**config.mk**
```make
export PLATFORM = sky130hd
export DESIGN_NAME = csa_skip_pipe
export DESIGN_NICKNAME = d
export VERILOG_FILES = /design/src/rtl/csa_pkg.sv /design/src/rtl/csa_skip_block.sv /design/src/rtl/csa_skip_pipe.sv
export SDC_FILE = /design/constraint.sdc
export NUM_CORES = 1
export LEC_CHECK = 0
export CORE_ASPECT_RATIO = 0.5
export CORE_MARGIN = 4
export CORE_UTILIZATION = 55
export CTS_CLUSTER_DIAMETER = 80
export DETAILED_ROUTE_END_ITERATION = 12
export GPL_TIMING_DRIVEN = 0
export HOLD_SLACK_MARGIN = 0.08
export PLACE_DENSITY = 0.86
export SLEW_MARGIN = 40
export SYNTH_ARGS = -nofsm -noshare
export SYNTH_HDL_FRONTEND = slang
export SYNTH_SLANG_ARGS = --single-unit
```
**constraint.sdc**
```tcl
create_clock -name clk -period 6.3 [get_ports clk]
set_clock_uncertainty 0.15 [all_clocks]
set_input_delay 1.26 -clock clk [delete_from_list [all_inputs] [get_ports clk]]
set_output_delay 1.26 -clock clk [all_outputs]
set_load 0.05 [all_outputs]
```
**src/rtl/csa_pkg.sv**
```systemverilog
// Shared constants and helpers for the pipelined carry-skip adder.
// Defaults describe the 16-bit, 4-bit-block, 2-rank configuration.
package csa_pkg;

    localparam int WIDTH_D    = 16;
    localparam int BLOCK_D    = 4;
    localparam int STAGES_D   = 2;
    localparam int NBLK       = WIDTH_D / BLOCK_D;
    localparam int BPS        = NBLK / STAGES_D;
    localparam int SKIP_CNT_W = 16;

    function automatic bit cfg_ok(input int w, input int b, input int s);
        return (b > 0) && (s >= 1) && (w % b == 0) && ((w / b) % s == 0);
    endfunction

    function automatic int unsigned popcount(input logic [63:0] v);
        int unsigned n;
        n = 0;
        for (int i = 0; i < 64; i++) begin
            n = n + int'(v[i]);
        end
        return n;
    endfunction

endpackage

```
**src/rtl/csa_skip_block.sv**
```systemverilog
// One BLOCK-bit ripple adder slice with full-propagate detect.
// The bypass mux lets the block carry-in skip straight to carry-out.
module csa_skip_block
    import csa_pkg::*;
#(
    parameter int BLOCK = BLOCK_D
) (
    input  logic [BLOCK-1:0] a,
    input  logic [BLOCK-1:0] b,
    input  logic             ci,
    output logic [BLOCK-1:0] s,
    output logic             co,
    output logic             p
);

    logic w_rc;

    // Ripple the block, then pick bypass or ripple carry-out
    always_comb begin
        s    = '0;
        w_rc = ci;
        for (int i = 0; i < BLOCK; i++) begin
            s[i] = a[i] ^ b[i] ^ w_rc;
            w_rc = (a[i] & b[i]) | (w_rc & (a[i] ^ b[i]));
        end
        p  = &(a ^ b);
        co = p ? ci : w_rc;
    end

endmodule

```
**src/rtl/csa_skip_pipe.sv**
```systemverilog
// Pipelined carry-skip adder: STAGES ranks, valid/ready per rank.
// Optional macro CSA_SKIP_STATS_EN adds the skip_cnt bypass counter.
module csa_skip_pipe
    import csa_pkg::*;
#(
    parameter int WIDTH  = WIDTH_D,
    parameter int BLOCK  = BLOCK_D,
    parameter int STAGES = STAGES_D
) (
    input  logic             clk,
    input  logic             rst,
    input  logic             in_valid,
    output logic             in_ready,
    input  logic [WIDTH-1:0] a,
    input  logic [WIDTH-1:0] b,
    input  logic             cin,
    output logic             out_valid,
    input  logic             out_ready,
    output logic [WIDTH-1:0] sum,
    output logic             cout,
    output logic             ovf
`ifdef CSA_SKIP_STATS_EN
    ,
    output logic [SKIP_CNT_W-1:0] skip_cnt
`endif
);

    localparam int NB = WIDTH / BLOCK;
    localparam int BP = NB / STAGES;
    localparam int L  = STAGES - 1;

    if (!cfg_ok(WIDTH, BLOCK, STAGES)) begin : g_cfg_err
        $error("csa_skip_pipe: WIDTH/BLOCK/STAGES not divisible");
    end

    logic [WIDTH-1:0] r_a [STAGES];
    logic [WIDTH-1:0] r_b [STAGES];
    logic [WIDTH-1:0] r_s [STAGES];
    logic [STAGES-1:0] r_c;
    logic [STAGES-1:0] r_v;

    logic [WIDTH-1:0] w_sa [STAGES];
    logic [WIDTH-1:0] w_sb [STAGES];
    logic [WIDTH-1:0] w_ss [STAGES];
    logic [WIDTH-1:0] w_ns [STAGES];
    logic [STAGES-1:0] w_sc;
    logic [STAGES-1:0] w_nc;
    logic [STAGES-1:0] w_up;
    logic [STAGES-1:0] w_ld;

    logic [NB-1:0][BLOCK-1:0] w_bs;
    logic [NB-1:0]            w_bp;
    logic                     w_unused_p;

    // Each stage works on the previous rank's bundle; stage 0 on the ports
    always_comb begin
        w_sa[0] = a;
        w_sb[0] = b;
        w_ss[0] = '0;
        w_sc[0] = cin;
        w_up[0] = in_valid;
        for (int k = 1; k < STAGES; k++) begin
            w_sa[k] = r_a[k-1];
            w_sb[k] = r_b[k-1];
            w_ss[k] = r_s[k-1];
            w_sc[k] = r_c[k-1];
            w_up[k] = r_v[k-1];
        end
    end

    // A rank captures when empty or when its content moves on this cycle
    always_comb begin
        w_ld    = '0;
        w_ld[L] = !r_v[L] | out_ready;
        for (int k = L - 1; k >= 0; k--) begin
            w_ld[k] = !r_v[k] | w_ld[k+1];
        end
    end

    assign in_ready = !rst & w_ld[0];

    for (genvar j = 0; j < NB; j++) begin : g_blk
        localparam int K = j / BP;
        logic             ci;
        logic             co;
        logic             p;
        logic [BLOCK-1:0] s;

        if (j % BP == 0) begin : g_first
            assign ci = w_sc[K];
        end else begin : g_next
            assign ci = g_blk[j-1].co;
        end

        csa_skip_block #(.BLOCK(BLOCK)) u_blk (
            .a  (w_sa[K][j*BLOCK +: BLOCK]),
            .b  (w_sb[K][j*BLOCK +: BLOCK]),
            .ci (ci),
            .s  (s),
            .co (co),
            .p  (p)
        );

        assign w_bs[j] = s;
        assign w_bp[j] = p;
    end

    assign w_unused_p = ^w_bp;

    for (genvar k = 0; k < STAGES; k++) begin : g_cout
        assign w_nc[k] = g_blk[(k+1)*BP-1].co;
    end

    // Splice each stage's resolved blocks into the travelling partial sum
    always_comb begin
        for (int k = 0; k < STAGES; k++) begin
            w_ns[k] = w_ss[k];
            for (int j = 0; j < BP; j++) begin
                w_ns[k][(k*BP+j)*BLOCK +: BLOCK] = w_bs[k*BP+j];
            end
        end
    end

    // Rank registers; data only clocks when a valid bundle arrives
    always_ff @(posedge clk) begin
        if (rst) begin
            r_v <= '0;
            r_c <= '0;
            for (int k = 0; k < STAGES; k++) begin
                r_a[k] <= '0;
                r_b[k] <= '0;
                r_s[k] <= '0;
            end
        end else begin
            for (int k = 0; k < STAGES; k++) begin
                if (w_ld[k]) begin
                    r_v[k] <= w_up[k];
                    if (w_up[k]) begin
                        r_a[k] <= w_sa[k];
                        r_b[k] <= w_sb[k];
                        r_s[k] <= w_ns[k];
                        r_c[k] <= w_nc[k];
                    end
                end
            end
        end
    end

    assign out_valid = r_v[L];
    assign sum       = r_s[L];
    assign cout      = r_c[L];
    assign ovf       = (r_a[L][WIDTH-1] == r_b[L][WIDTH-1]) &
                       (r_s[L][WIDTH-1] != r_a[L][WIDTH-1]);

`ifdef CSA_SKIP_STATS_EN
    logic [NB-1:0]           w_pin;
    logic [SKIP_CNT_W:0]     w_cnt_sum;
    logic [SKIP_CNT_W-1:0]   r_cnt;

    // Full-propagate blocks of the incoming operands, added to the count
    always_comb begin
        w_pin = '0;
        for (int j = 0; j < NB; j++) begin
            w_pin[j] = &(a[j*BLOCK +: BLOCK] ^ b[j*BLOCK +: BLOCK]);
        end
        w_cnt_sum = {1'b0, r_cnt} +
                    (SKIP_CNT_W+1)'(popcount(64'(w_pin)));
    end

    // Saturating bypass counter, bumped on every accepted operand pair
    always_ff @(posedge clk) begin
        if (rst) begin
            r_cnt <= '0;
        end else if (in_valid & in_ready) begin
            r_cnt <= w_cnt_sum[SKIP_CNT_W] ? '1 : w_cnt_sum[SKIP_CNT_W-1:0];
        end
    end

    assign skip_cnt = r_cnt;
`endif

endmodule
```
# Word level (Yosys, flattened, before mapping)
# Memory sizes are Yosys's and may differ from the RTL's.
# Cells that the tools add are included.
[totals]
n_memories = 3
reg_bits = 4
mem_bits_rw = 96
in_bits = 37
[op_classes]
bitwise_logic = 94
n_mux = 20
n_eq_ne = 2
reduce_logical = 9
[mem_list]
columns = ["name", "words", "word_bits", "read_ports", "rd_ports_with_merged_regs", "write_ports", "line_no", "text"]
rows = [
  ["r_a", 2, 16, 2, 0, 2, "csa_skip_pipe.sv:36", "logic [WIDTH-1:0] r_a [STAGES];"],
  ["r_b", 2, 16, 2, 0, 2, "csa_skip_pipe.sv:37", "logic [WIDTH-1:0] r_b [STAGES];"],
  ["r_s", 2, 16, 2, 0, 2, "csa_skip_pipe.sv:38", "logic [WIDTH-1:0] r_s [STAGES];"],
]
[op_table]
columns = ["operator", "count"]
rows = [
  ["$mux W16", 6],
  ["$and A1 B1 Y1", 34],
  ["$xor A1 B1 Y1", 32],
  ["$or A1 B1 Y1", 24],
  ["$reduce_and A4 Y1", 4],
  ["$xor A4 B4 Y4", 4],
  ["$mux W1", 14],
  ["$reduce_and A2 Y1", 2],
  ["$logic_not A1 Y1", 3],
  ["$eq A1 B1 Y1", 1],
  ["$ne A1 B1 Y1", 1],
]

# Depth between registers and ports, before layout
# Gate-level depths: netlist (run 1).
# An unclocked memory read counts as a cell.
[logic_depth]
word_depth = 20
depth_mapped = 18
mapped_depth_nobuf = 18

# By module
# From an unflattened synthesis (run 1), not the netlist that was laid out.
[unflattened]
cells_unflattened = 210
area_unflattened_um2 = 2660.1
[modules_own_cells]
columns = ["mod", "seq_area_each_um2", "cells_each", "instances", "area_each_um2"]
rows = [
  ["csa_skip_pipe", 1341.3, 130, 1, 1904.3],
  ["csa_skip_block", 0.0, 20, 4, 188.9],
]

# Least setup slack after synthesis (run 1)
# No wires, ideal clock.
[synth_timing]
path_type = "input port to flip-flop"
start = "input a[0]"
end = "memory r_s[0][7] in the netlist's numbering (data pin)"
arrival_time_ns = 4.081
setup_ns = 0.135
cell_stages = 16
required_ns = 6.015
path_slack_ns = 1.933
path_cell_list = "fa_1 > inv_1 > fa_1 > inv_1 > fa_1 > inv_1 > fa_1 > mux2i_1 > fa_1 > inv_1 > fa_1 > inv_1 > fa_1 > inv_1 > fa_1 > nor2_2"
[synth_lines]
columns = ["element", "line_no", "text"]
rows = [
  ["from (decl)", "csa_skip_pipe.sv:14", "input logic [WIDTH-1:0] a,"],
  ["to (decl)", "csa_skip_pipe.sv:38", ""],
]

# Worst setup path after layout (run 1)
[layout_timing]
start = "input a[0]"
end = "register r_c[0]"
[layout_via]
elab_chain_cells = 19
word_cells_on_any_way = 22
classes_between = "mux: 2; bitwise: 19; reduce/logical: 1"
[layout_rtl]
columns = ["element", "line_no", "text"]
rows = [
  ["$xor A1 B1 Y1", "csa_skip_block.sv:24", "w_rc = (a[i] & b[i]) | (w_rc & (a[i] ^ b[i]));"],
  ["$and A1 B1 Y1", "csa_skip_block.sv:24", ""],
  ["$or A1 B1 Y1", "csa_skip_block.sv:24", ""],
  ["$and A1 B1 Y1", "csa_skip_block.sv:24", ""],
  ["$or A1 B1 Y1", "csa_skip_block.sv:24", ""],
  ["$and A1 B1 Y1", "csa_skip_block.sv:24", ""],
  ["$or A1 B1 Y1", "csa_skip_block.sv:24", ""],
  ["$and A1 B1 Y1", "csa_skip_block.sv:24", ""],
  ["[... 3 more ...]", "n/a", ""],
  ["$or A1 B1 Y1", "csa_skip_block.sv:24", ""],
  ["$and A1 B1 Y1", "csa_skip_block.sv:24", ""],
  ["$or A1 B1 Y1", "csa_skip_block.sv:24", ""],
  ["$and A1 B1 Y1", "csa_skip_block.sv:24", ""],
  ["$or A1 B1 Y1", "csa_skip_block.sv:24", ""],
  ["$and A1 B1 Y1", "csa_skip_block.sv:24", ""],
  ["$or A1 B1 Y1", "csa_skip_block.sv:24", ""],
  ["$mux W1 *", "csa_skip_block.sv:27", "co = p ? ci : w_rc;"],
  ["to (signal, indexed assignment)", "csa_skip_pipe.sv:142", "r_c[k] <= w_nc[k];"],
  ["to (decl)", "csa_skip_pipe.sv:39", "logic [STAGES-1:0] r_c;"],
]
# Every way passes the cells marked *; elsewhere a longest branch is shown, timed or not.
# A chain may end at the register's enable or synchronous reset.

==> reports/summary.txt, run 1 <==
final core utilization: 0.750
PwrDens: 244 mW/mm²
drt total wl: 4490 µm
num ports: 57
post-synthesis sequential area ratio: 0.518
Critical R2R Capture: r_c[1]$_SDFFE_PP0P_
Starting Density: 0.580
Reg clk slew, reported paths: 0.09 ns
clk root buf: clkbuf_8
row cnt: 17
status: finished clean
peak supply drop: 111 µV
Synth Area per Inst: 12.7 µm²
DR pass1 iterations: 4
via/cell ratio: 4.74
DRC: 0
leading area contributor after synthesis: edfxtp_1
vias in the first global route: 1665
Min-Delay Endpoint: r_s[0][17]$_SDFFCE_PN0P_
Hold Path Depth: 1
largest net degree at the start of global routing: 25
# nets final: 335
CTS tree: built
fmax: 203 MHz
RSZ-0062 raised after global routing: no
Worst-Margin Slew: 0.574 ns
period utilization: 0.782
Critical Path Max Stage Delay: 0.51 ns
Yosys top cell area share: 0.487
reg2reg start: r_b[0][8]$_SDFFCE_PN0P_
synth unique cells: 25
hold_buf cts: 0
Area Growth Syn to Fin: 29.3%
cts repair resizes: 0
CTS sink cnt: 46
most common cell after layout, fill and taps aside: clkdlybuf4s50_1
initial DRC count: 37
Crit Path Max Fanout: 2
top cells by area, synth: edfxtp_1, fa_1, and2_1
Hold Fails Final Rpt: 0
most frequent cell on the critical path: fa_1
Hold Worst Slack: 0.375 ns
Worst EP required: 6.39 ns
slowest library cell on the worst path: clkdlybuf4s50_1
count of input and output buffers: 55
setup TNS: 0 ns
Slew Viols, Final: 0
min-delay worst type: reg -> reg
FF+latch count, synth: 46
minimum clock period: 4.93 ns
Tot GR Track Use: 0.168
CTS H-Tree Depth: 2
via count: 1536
HP Start: r_s[0][1]$_SDFFCE_PN0P_
r2r setup slk: 2.06 ns
remaining antenna violation count: 0
Post-CTS Setup Bufs: 0
Critical Path Source Type: primary input
Mapped Cells: 204
chip height: 56.5 µm
global route overflow: 0
clk_lat worst skew: 0.30 ns
Die Area: 0.00593 mm²
Worst R2R Path Depth: 18
Max Cap Viol: 0
Max-Slew Margin vs Limit: 0.618
Post-Syn Nets: 273
# fillers: 273
Synth Warn #: 0
CORE AREA: 0.00447 mm²
Crit Path Category: in -> reg
Lkg Pwr: 1.43 nW
hpwl dp: 3600 µm
CP arrival: 5.02 ns
Cell Area, Synth: 0.00259 mm²
drt wl/cell: 13.8 µm
CTS buffer count: 5
GP Congestion: 0.796
initial antenna violation count: 0
total power: 817 µW
share of cells above drive strength 1: 0.154
Die X: 105 µm
Inserted Diodes: 0
CP Cell Sequence: clkdlybuf4s50_1, fa_1, inv_1, fa_1, inv_1, fa_1, inv_1, fa_1, mux2i_1, fa_1, inv_1, fa_1, inv_1, fa_1, inv_1, fa_1, a211oi_1, o21ai_0, a21oi_1
first-pass GRT wire length: 7490 µm
Crit. End Element: flop
Bufs on Longest Clock Path: 2
most frequent cells in the layout: clkdlybuf4s50_1, edfxtp_1, inv_1, and2_1
setup violators final: 0
[metrics by stage]
step | worst slack (ns) | instance area, µm² | std cells
3_5_place_dp | 0.974 | 3210 | 316
4_1_cts | 1.31 | 3350 | 324
6_report | 1.37 | 3350 | 324
3_3_place_gp | 1.17 | 3210 | 316
5_1_grt | 1.07 | 3350 | 324
2_1_floorplan | 1.93 | 2590 | 204
[how the worst max path moves through the flow]
stage,start,to,slack (ns),cells after the start
floorplan,a[0],r_s[0][7]$_SDFFCE_PN0P_,1.93,16
global placement,a[0],r_c[0]$_SDFFE_PP0P_,1.17,19
detailed placement,a[0],r_c[0]$_SDFFE_PP0P_,0.97,19
CTS,a[0],r_c[0]$_SDFFE_PP0P_,1.31,19
global route,a[0],r_c[0]$_SDFFE_PP0P_,1.07,19
finish,a[0],r_c[0]$_SDFFE_PP0P_,1.37,19
[cell type report]
cell class	instances	area, µm²	share of cell area
flip-flops and latches	46	1340	0.401
multi-input cells	105	982	0.293
repair buffers	55	551	0.164
plain buffers	21	150	0.0448
inverters	32	120	0.0359
well taps	57	71.3	0.0213
clock buffers	5	68.8	0.0206
clock inverters	3	63.8	0.0191
[layer usage]
metal,wire (µm),track usage,vias to the layer above,share of wire
met5,0,0,-,0
met3,239,0.0425,7,0.053
li1,-,-,753,-
met4,72,0.0617,0,0.016
met1,1670,0.173,738,0.37
met2,2510,0.332,38,0.56
[Yosys cell counts]
cell type  number
nand4_1         3
a211oi_1        2
and2_1         32
dfxtp_1         4
mux2i_1         2
clkbuf_2        3
or3_1           1
and3b_4         1
buf_6           1
a21oi_1         3
nand2_1         4
nor3_4          1
ha_1           16
clkbuf_1        1
inv_1          32
nor2_2          9
edfxtp_1       42
nor2_4          1
buf_4          16
o21ai_0         3
fa_1           16
and4_1          1
nor3_1          1
nor2_1          6
nand2b_1        3
[report_power, final]
group          switching, mW  leakage [nW]  internal [mW]
registers             0.0122         0.487          0.365
clock network         0.0998        0.0658          0.157
logic                  0.101         0.881         0.0822
total                  0.213          1.43          0.604
[kinds of logic (layout without fill, tap and decap cells)]
logic type,Yosys count,after routing,synth area share
mux,2,2,0.00773
simple gates,63,63,0.151
compound gates,8,8,0.0174
fa+ha+maj,32,32,0.201
flops,46,46,0.518
buf+inv,53,116,0.104
[state kept, by name, summed over array words and instances (netlist names)]
signal	cells
r_b	9
r_s	24
r_c	2
r_a	9
r_v	2
[critical path: cells and delay by family]
kind	cells	cell delay [ns]
buf+inv	7	0.87
mux	1	0.23
compound gates	3	0.47
fa+ha+maj	8	2.19
No activity file was read; power rests on OpenSTA's default activity.
==> run 2, diff against run 1 <==
CORE_UTILIZATION = 51   (was 55)
PLACE_DENSITY = 0.8   (was 0.86)
clock period = 5 ns   (was 6.3 ns; I/O delays follow)
==> reports/summary.txt, run 2 (same netlist as run 1, synthesis figures left out) <==
Lkg Pwr: 1.41 nW (was 1.43 nW)
cts repair resizes: 0 (unchanged)
drt wl/cell: 13.0 µm (was 13.8 µm)
drt total wl: 4310 µm (was 4490 µm)
CP arrival: 4.68 ns (was 5.02 ns)
Worst-Margin Slew: 0.587 ns (was 0.574 ns)
CTS H-Tree Depth: 2 (unchanged)
CTS sink cnt: 46 (unchanged)
status: finished clean (unchanged)
Min-Delay Endpoint: r_s[0][23]$_SDFFCE_PN0P_ (was r_s[0][17]$_SDFFCE_PN0P_)
count of input and output buffers: 55 (unchanged)
fmax: 217 MHz
most common cell after layout, fill and taps aside: clkdlybuf4s50_1 (unchanged)
vias in the first global route: 1628 (was 1665)
CTS tree: built (unchanged)
largest net degree at the start of global routing: 25 (unchanged)
first-pass GRT wire length: 7130 µm (was 7490 µm)
biggest regs: r_s (24), r_a (9), r_b (9) (unchanged)
setup violators final: 0 (unchanged)
Inserted Diodes: 0 (unchanged)
global route overflow: 0 (unchanged)
chip height: 58.4 µm (was 56.5 µm)
Hold Fails Final Rpt: 0 (unchanged)
Tot GR Track Use: 0.148 (was 0.168)
Crit Path Category: in -> reg (unchanged)
most frequent cell on the critical path: fa_1 (unchanged)
M1 GR Usage: 0.159 (was 0.173)
clk_lat worst skew: 0.30 ns (about the same)
setup TNS: 0 ns (unchanged)
Max Cap Viol: 0 (unchanged)
Crit. End Element: flop (unchanged)
CP Cell Sequence: clkdlybuf4s50_1, fa_1, inv_1, fa_1, inv_1, fa_1, inv_1, fa_1, mux2i_1, fa_1, inv_1, fa_1, inv_1, fa_1, inv_1, fa_1, a211oi_1, o21ai_0, a21oi_1 (unchanged)
total power: 919 µW (was 817 µW)
GRT Max-Usage Layer: met2 (unchanged)
WP buf/inv: 7 (unchanged)
CORE AREA: 0.00464 mm² (was 0.00447 mm²)
DRC: 0 (unchanged)
minimum clock period: 4.60 ns
Critical R2R Capture: r_c[1]$_SDFFE_PP0P_ (unchanged)
DR pass1 iterations: 5 (was 4)
row cnt: 17 (unchanged)
RSZ-0062 raised after global routing: no (unchanged)
Area Growth Syn to Fin: 27.8% (was 29.3%)
CTS buffer count: 5 (unchanged)
peak supply drop: 127 µV (was 111 µV)
HP Start: r_s[0][7]$_SDFFCE_PN0P_ (was r_s[0][1]$_SDFFCE_PN0P_)
GP Congestion: 0.789 (was 0.796)
min-delay worst type: reg -> reg (unchanged)
CP top delay family: adder cells (unchanged)
num ports: 57 (unchanged)
Die Area: 0.00635 mm² (was 0.00593 mm²)
Biggest register: r_s (unchanged)
share of cells above drive strength 1: 0.150 (was 0.154)
Critical Path Source Type: primary input (unchanged)
max FFs per register: 24 (unchanged)
# nets final: 335 (unchanged)
Setup Slack @ Placement: 0.0662 ns (was 0.974 ns)
initial DRC count: 46 (was 37)
Hold Path Depth: 1 (unchanged)
Critical Path Max Stage Delay: 0.51 ns (about the same)
period utilization: 0.920
Post-CTS Setup Bufs: 0 (unchanged)
GR Layer Usage met3: 0.0318 (was 0.0425)
PwrDens: 278 mW/mm² (was 244 mW/mm²)
Slew Viols, Final: 0 (unchanged)
Max-Slew Margin vs Limit: 0.609 (was 0.618)
initial antenna violation count: 0 (unchanged)
slowest library cell on the worst path: clkdlybuf4s50_1 (unchanged)
Crit Path Max Fanout: 2 (unchanged)
Worst EP required: 5.08 ns (was 6.39 ns)
Starting Density: 0.558 (was 0.580)
Bufs on Longest Clock Path: 2 (unchanged)
via count: 1512 (was 1536)
final worst setup slack: 0.402 ns (was 1.37 ns)
via/cell ratio: 4.54 (was 4.74)
GR met2 Demand/Resource: 0.291 (was 0.332)
most frequent cells in the layout: clkdlybuf4s50_1, edfxtp_1, inv_1, and2_1 (unchanged)
r2r setup slk: 0.80 ns (was 2.06 ns)
hold_buf cts: 0 (unchanged)
reg2reg start: r_c[0]$_SDFFE_PP0P_ (was r_b[0][8]$_SDFFCE_PN0P_)
remaining antenna violation count: 0 (unchanged)
Die X: 109 µm (was 105 µm)
Worst R2R Path Depth: 18 (unchanged)
hpwl dp: 3450 µm (was 3600 µm)
Reg clk slew, reported paths: 0.08 ns (was 0.09 ns)
clk root buf: clkbuf_8 (unchanged)
-- run 2: changes by cell type in the layout (fill, tap and decap cells not counted) --
cell and delta:
bufinv_16 -2, clkbuf_1 +1, clkinv_2 +1
-- run 2: worst max path at each step --
stage | startpoint | end | slack [ns] | depth (start not counted)
4_1_cts | a[0] | r_c[0]$_SDFFE_PP0P_ | 0.37 | 19
3_3_place_gp | a[0] | r_c[0]$_SDFFE_PP0P_ | 0.14 | 19
3_5_place_dp | a[0] | r_c[0]$_SDFFE_PP0P_ | 0.07 | 19
6_report | a[0] | r_c[0]$_SDFFE_PP0P_ | 0.40 | 19
2_1_floorplan | a[0] | r_s[0][7]$_SDFFCE_PN0P_ | 0.89 | 16
5_1_grt | a[0] | r_c[0]$_SDFFE_PP0P_ | 0.14 | 19
-- run 2: per-layer routing --
| layer | vias to the layer above | routed length [µm] |
|---|---|---|
| met3 | 9 | 243 |
| met4 | 0 | 69 |
| met1 | 703 | 1720 |
| met5 | - | 0 |
| li1 | 755 | - |
| met2 | 45 | 2280 |
-- run 2: power by group --
part / internal, mW / switching [mW] / leakage (nW)
logic: 0.103 / 0.126 / 0.881
registers: 0.460 / 0.0154 / 0.487
clock network: 0.0962 / 0.119 / 0.0426
total: 0.660 / 0.259 / 1.41
-- run 2: area by class of cell --
cell class	instances	area, µm²
multi-input cells	105	982
plain buffers	21	150
clock buffers	6	72.6
clock inverters	2	8.76
flip-flops and latches	46	1340
fillers	350	1330
well taps	66	82.6
repair buffers	55	551
inverters	32	120
-- run 2: through the flow --
stage,std cells,utilization,cell area (µm²),hold slack [ns]
floorplan,204,-,2590,0.324
global placement,325,0.695,3220,0.350
detailed placement,325,0.695,3220,0.352
CTS,333,0.713,3310,0.370
global route,333,0.713,3310,0.390
finish,333,0.713,3310,0.370
==> run 3, diff against run 2 <==
CORE_UTILIZATION = 40   (was 51)
PLACE_DENSITY = 0.66   (was 0.8)
==> reports/summary.txt, run 3 (same netlist as run 1, synthesis figures left out) <==
GRT Max-Usage Layer: met2 (unchanged)
global route overflow: 0 (unchanged)
area occupied by multi-input gates: 982 µm² (unchanged)
CTS H-Tree Depth: 2 (unchanged)
drt wl/cell: 11.8 µm (was 13.0 µm)
period utilization: 0.929 (was 0.920)
chip height: 64.9 µm (was 58.4 µm)
via/cell ratio: 4.22 (was 4.54)
fmax: 215 MHz (was 217 MHz)
Tot GR Track Use: 0.117 (was 0.148)
setup violators final: 0 (unchanged)
final design instance area without fill: 0.00340 mm² (was 0.00331 mm²)
Starting Density: 0.419 (was 0.558)
Setup Slack @ Placement: 0.0750 ns (was 0.0662 ns)
first-pass GRT wire length: 7230 µm (was 7130 µm)
Crit Path Category: in -> reg (unchanged)
CTS tree: built (unchanged)
r2r setup slk: 0.89 ns (was 0.80 ns)
M1 GR Usage: 0.135 (was 0.159)
num ports: 57 (unchanged)
CP Launch Point: a[0] (unchanged)
final worst setup slack: 0.357 ns (was 0.402 ns)
remaining antenna violation count: 0 (unchanged)
Die X: 122 µm (was 109 µm)
row cnt: 20 (was 17)
min-delay worst type: reg -> reg (unchanged)
# fillers: 561 (was 350)
CP arrival: 4.70 ns (was 4.68 ns)
Worst R2R Path Depth: 18 (unchanged)
Hold Fails Final Rpt: 0 (unchanged)
minimum clock period: 4.64 ns (was 4.60 ns)
initial DRC count: 25 (was 46)
clk root buf: clkbuf_16 (was clkbuf_8)
vias in the first global route: 1608 (was 1628)
CORE AREA: 0.00618 mm² (was 0.00464 mm²)
peak supply drop: 133 µV (was 127 µV)
Post-CTS Setup Bufs: 0 (unchanged)
most frequent cells in the layout: clkdlybuf4s50_1, edfxtp_1, inv_1, and2_1 (unchanged)
Lkg Pwr: 1.44 nW (was 1.41 nW)
register area: 0.00134 mm² (unchanged)
GR Layer Usage met3: 0.0279 (was 0.0318)
biggest regs: r_s (24), r_a (9), r_b (9) (unchanged)
Inserted Diodes: 0 (unchanged)
GP Congestion: 0.745 (was 0.789)
most common cell after layout, fill and taps aside: clkdlybuf4s50_1 (unchanged)
max FFs per register: 24 (unchanged)
reg2reg start: r_c[0]$_SDFFE_PP0P_ (unchanged)
hpwl dp: 3380 µm (was 3450 µm)
PwrDens: 300 mW/mm² (was 278 mW/mm²)
Max Cap Viol: 0 (unchanged)
DRC: 0 (unchanged)
final core utilization: 0.549 (was 0.713)
DR pass1 iterations: 4 (was 5)
count of input and output buffers: 55 (unchanged)
Worst-Margin Slew: 0.597 ns (was 0.587 ns)
# nets final: 335 (unchanged)
Critical Path Source Type: primary input (unchanged)
initial antenna violation count: 0 (unchanged)
Reg clk slew, reported paths: 0.06 ns (was 0.08 ns)
Crit Path Max Fanout: 2 (unchanged)
Slew Viols, Final: 0 (unchanged)
CTS buffer count: 5 (unchanged)
via count: 1499 (was 1512)
Critical R2R Capture: r_c[1]$_SDFFE_PP0P_ (unchanged)
drt total wl: 4210 µm (was 4310 µm)
Hold Worst Slack: 0.373 ns (was 0.370 ns)
clk_lat worst skew: 0.28 ns (was 0.30 ns)
status: finished clean (unchanged)
largest net degree at the start of global routing: 25 (unchanged)
Biggest register: r_s (unchanged)
hold_buf cts: 0 (unchanged)
CTS sink cnt: 46 (unchanged)
GR met2 Demand/Resource: 0.220 (was 0.291)
Max-Slew Margin vs Limit: 0.602 (was 0.609)
Area Growth Syn to Fin: 31.2% (was 27.8%)
dpl cell area: 0.00325 mm² (was 0.00322 mm²)
setup TNS: 0 ns (unchanged)
Worst Setup EP: r_c[0]$_SDFFE_PP0P_ (unchanged)
Die Area: 0.00790 mm² (was 0.00635 mm²)
Crit. End Element: flop (unchanged)
cts repair resizes: 0 (unchanged)
share of cells above drive strength 1: 0.154 (was 0.150)
Worst EP required: 5.06 ns (was 5.08 ns)
Bufs on Longest Clock Path: 2 (unchanged)
RSZ-0062 raised after global routing: no (unchanged)
-- run 3: cell count changes in the layout (fill, tap and decap cells not counted), sizes merged --
| cell | change |
|---|---|
| clkinvlp | +1 |
| clkbuf | -1 |
-- run 3: through the flow --
stage	power (mW)	std cells
floorplan	0.629	204
global placement	0.709	347
detailed placement	0.716	347
CTS	1.03	355
global route	1.07	355
finish	1.02	355
-- run 3: worst min path at each step --
stage / from / endpoint / slack (ns) / depth (start not counted)
floorplan: r_c[0]$_SDFFE_PP0P_ / r_c[0]$_SDFFE_PP0P_ / 0.32 / 2
global placement: r_s[0][6]$_SDFFCE_PN0P_ / r_s[0][22]$_SDFFCE_PN0P_ / 0.35 / 1
detailed placement: r_s[0][3]$_SDFFCE_PN0P_ / r_s[0][19]$_SDFFCE_PN0P_ / 0.36 / 1
CTS: r_v[0]$_SDFFE_PP0N_ / r_v[1]$_SDFFE_PP0P_ / 0.38 / 2
global route: r_s[0][6]$_SDFFCE_PN0P_ / r_s[0][22]$_SDFFCE_PN0P_ / 0.39 / 1
finish: r_s[0][0]$_SDFFCE_PN0P_ / r_s[0][16]$_SDFFCE_PN0P_ / 0.37 / 1
-- run 3: where the power goes --
part / switching, mW / leakage [nW] / total, mW / internal (mW)
Sequential: 0.0145 / 0.487 / 0.475 / 0.461
Clock: 0.132 / 0.0672 / 0.314 / 0.182
Combinational: 0.125 / 0.881 / 0.228 / 0.103
-- run 3: area by class of cell --
type | instances | area share
repair buffers | 55 | 0.162
inverters | 32 | 0.0354
well taps | 88 | 0.0324
multi-input cells | 105 | 0.289
plain buffers | 21 | 0.0442
flip-flops and latches | 46 | 0.395
clock buffers | 5 | 0.0368
clock inverters | 3 | 0.00479
-- run 3: worst max-delay path, stage by stage --
cell	delay, ns
clkdlybuf4s50_1	0.51
fa_1	0.18
inv_1	0.05
fa_1	0.35
inv_1	0.07
fa_1	0.15
inv_1	0.05
fa_1	0.35
mux2i_1	0.24
fa_1	0.22
inv_1	0.05
fa_1	0.37
inv_1	0.08
fa_1	0.15
inv_1	0.05
fa_1	0.36
a211oi_1	0.19
o21ai_0	0.12
a21oi_1	0.13
-- run 3: per-layer routing --
layer,share of wire,routed length (µm)
met1,0.41,1720
met2,0.52,2180
met3,0.064,269
met4,0.0090,38
met5,0,0
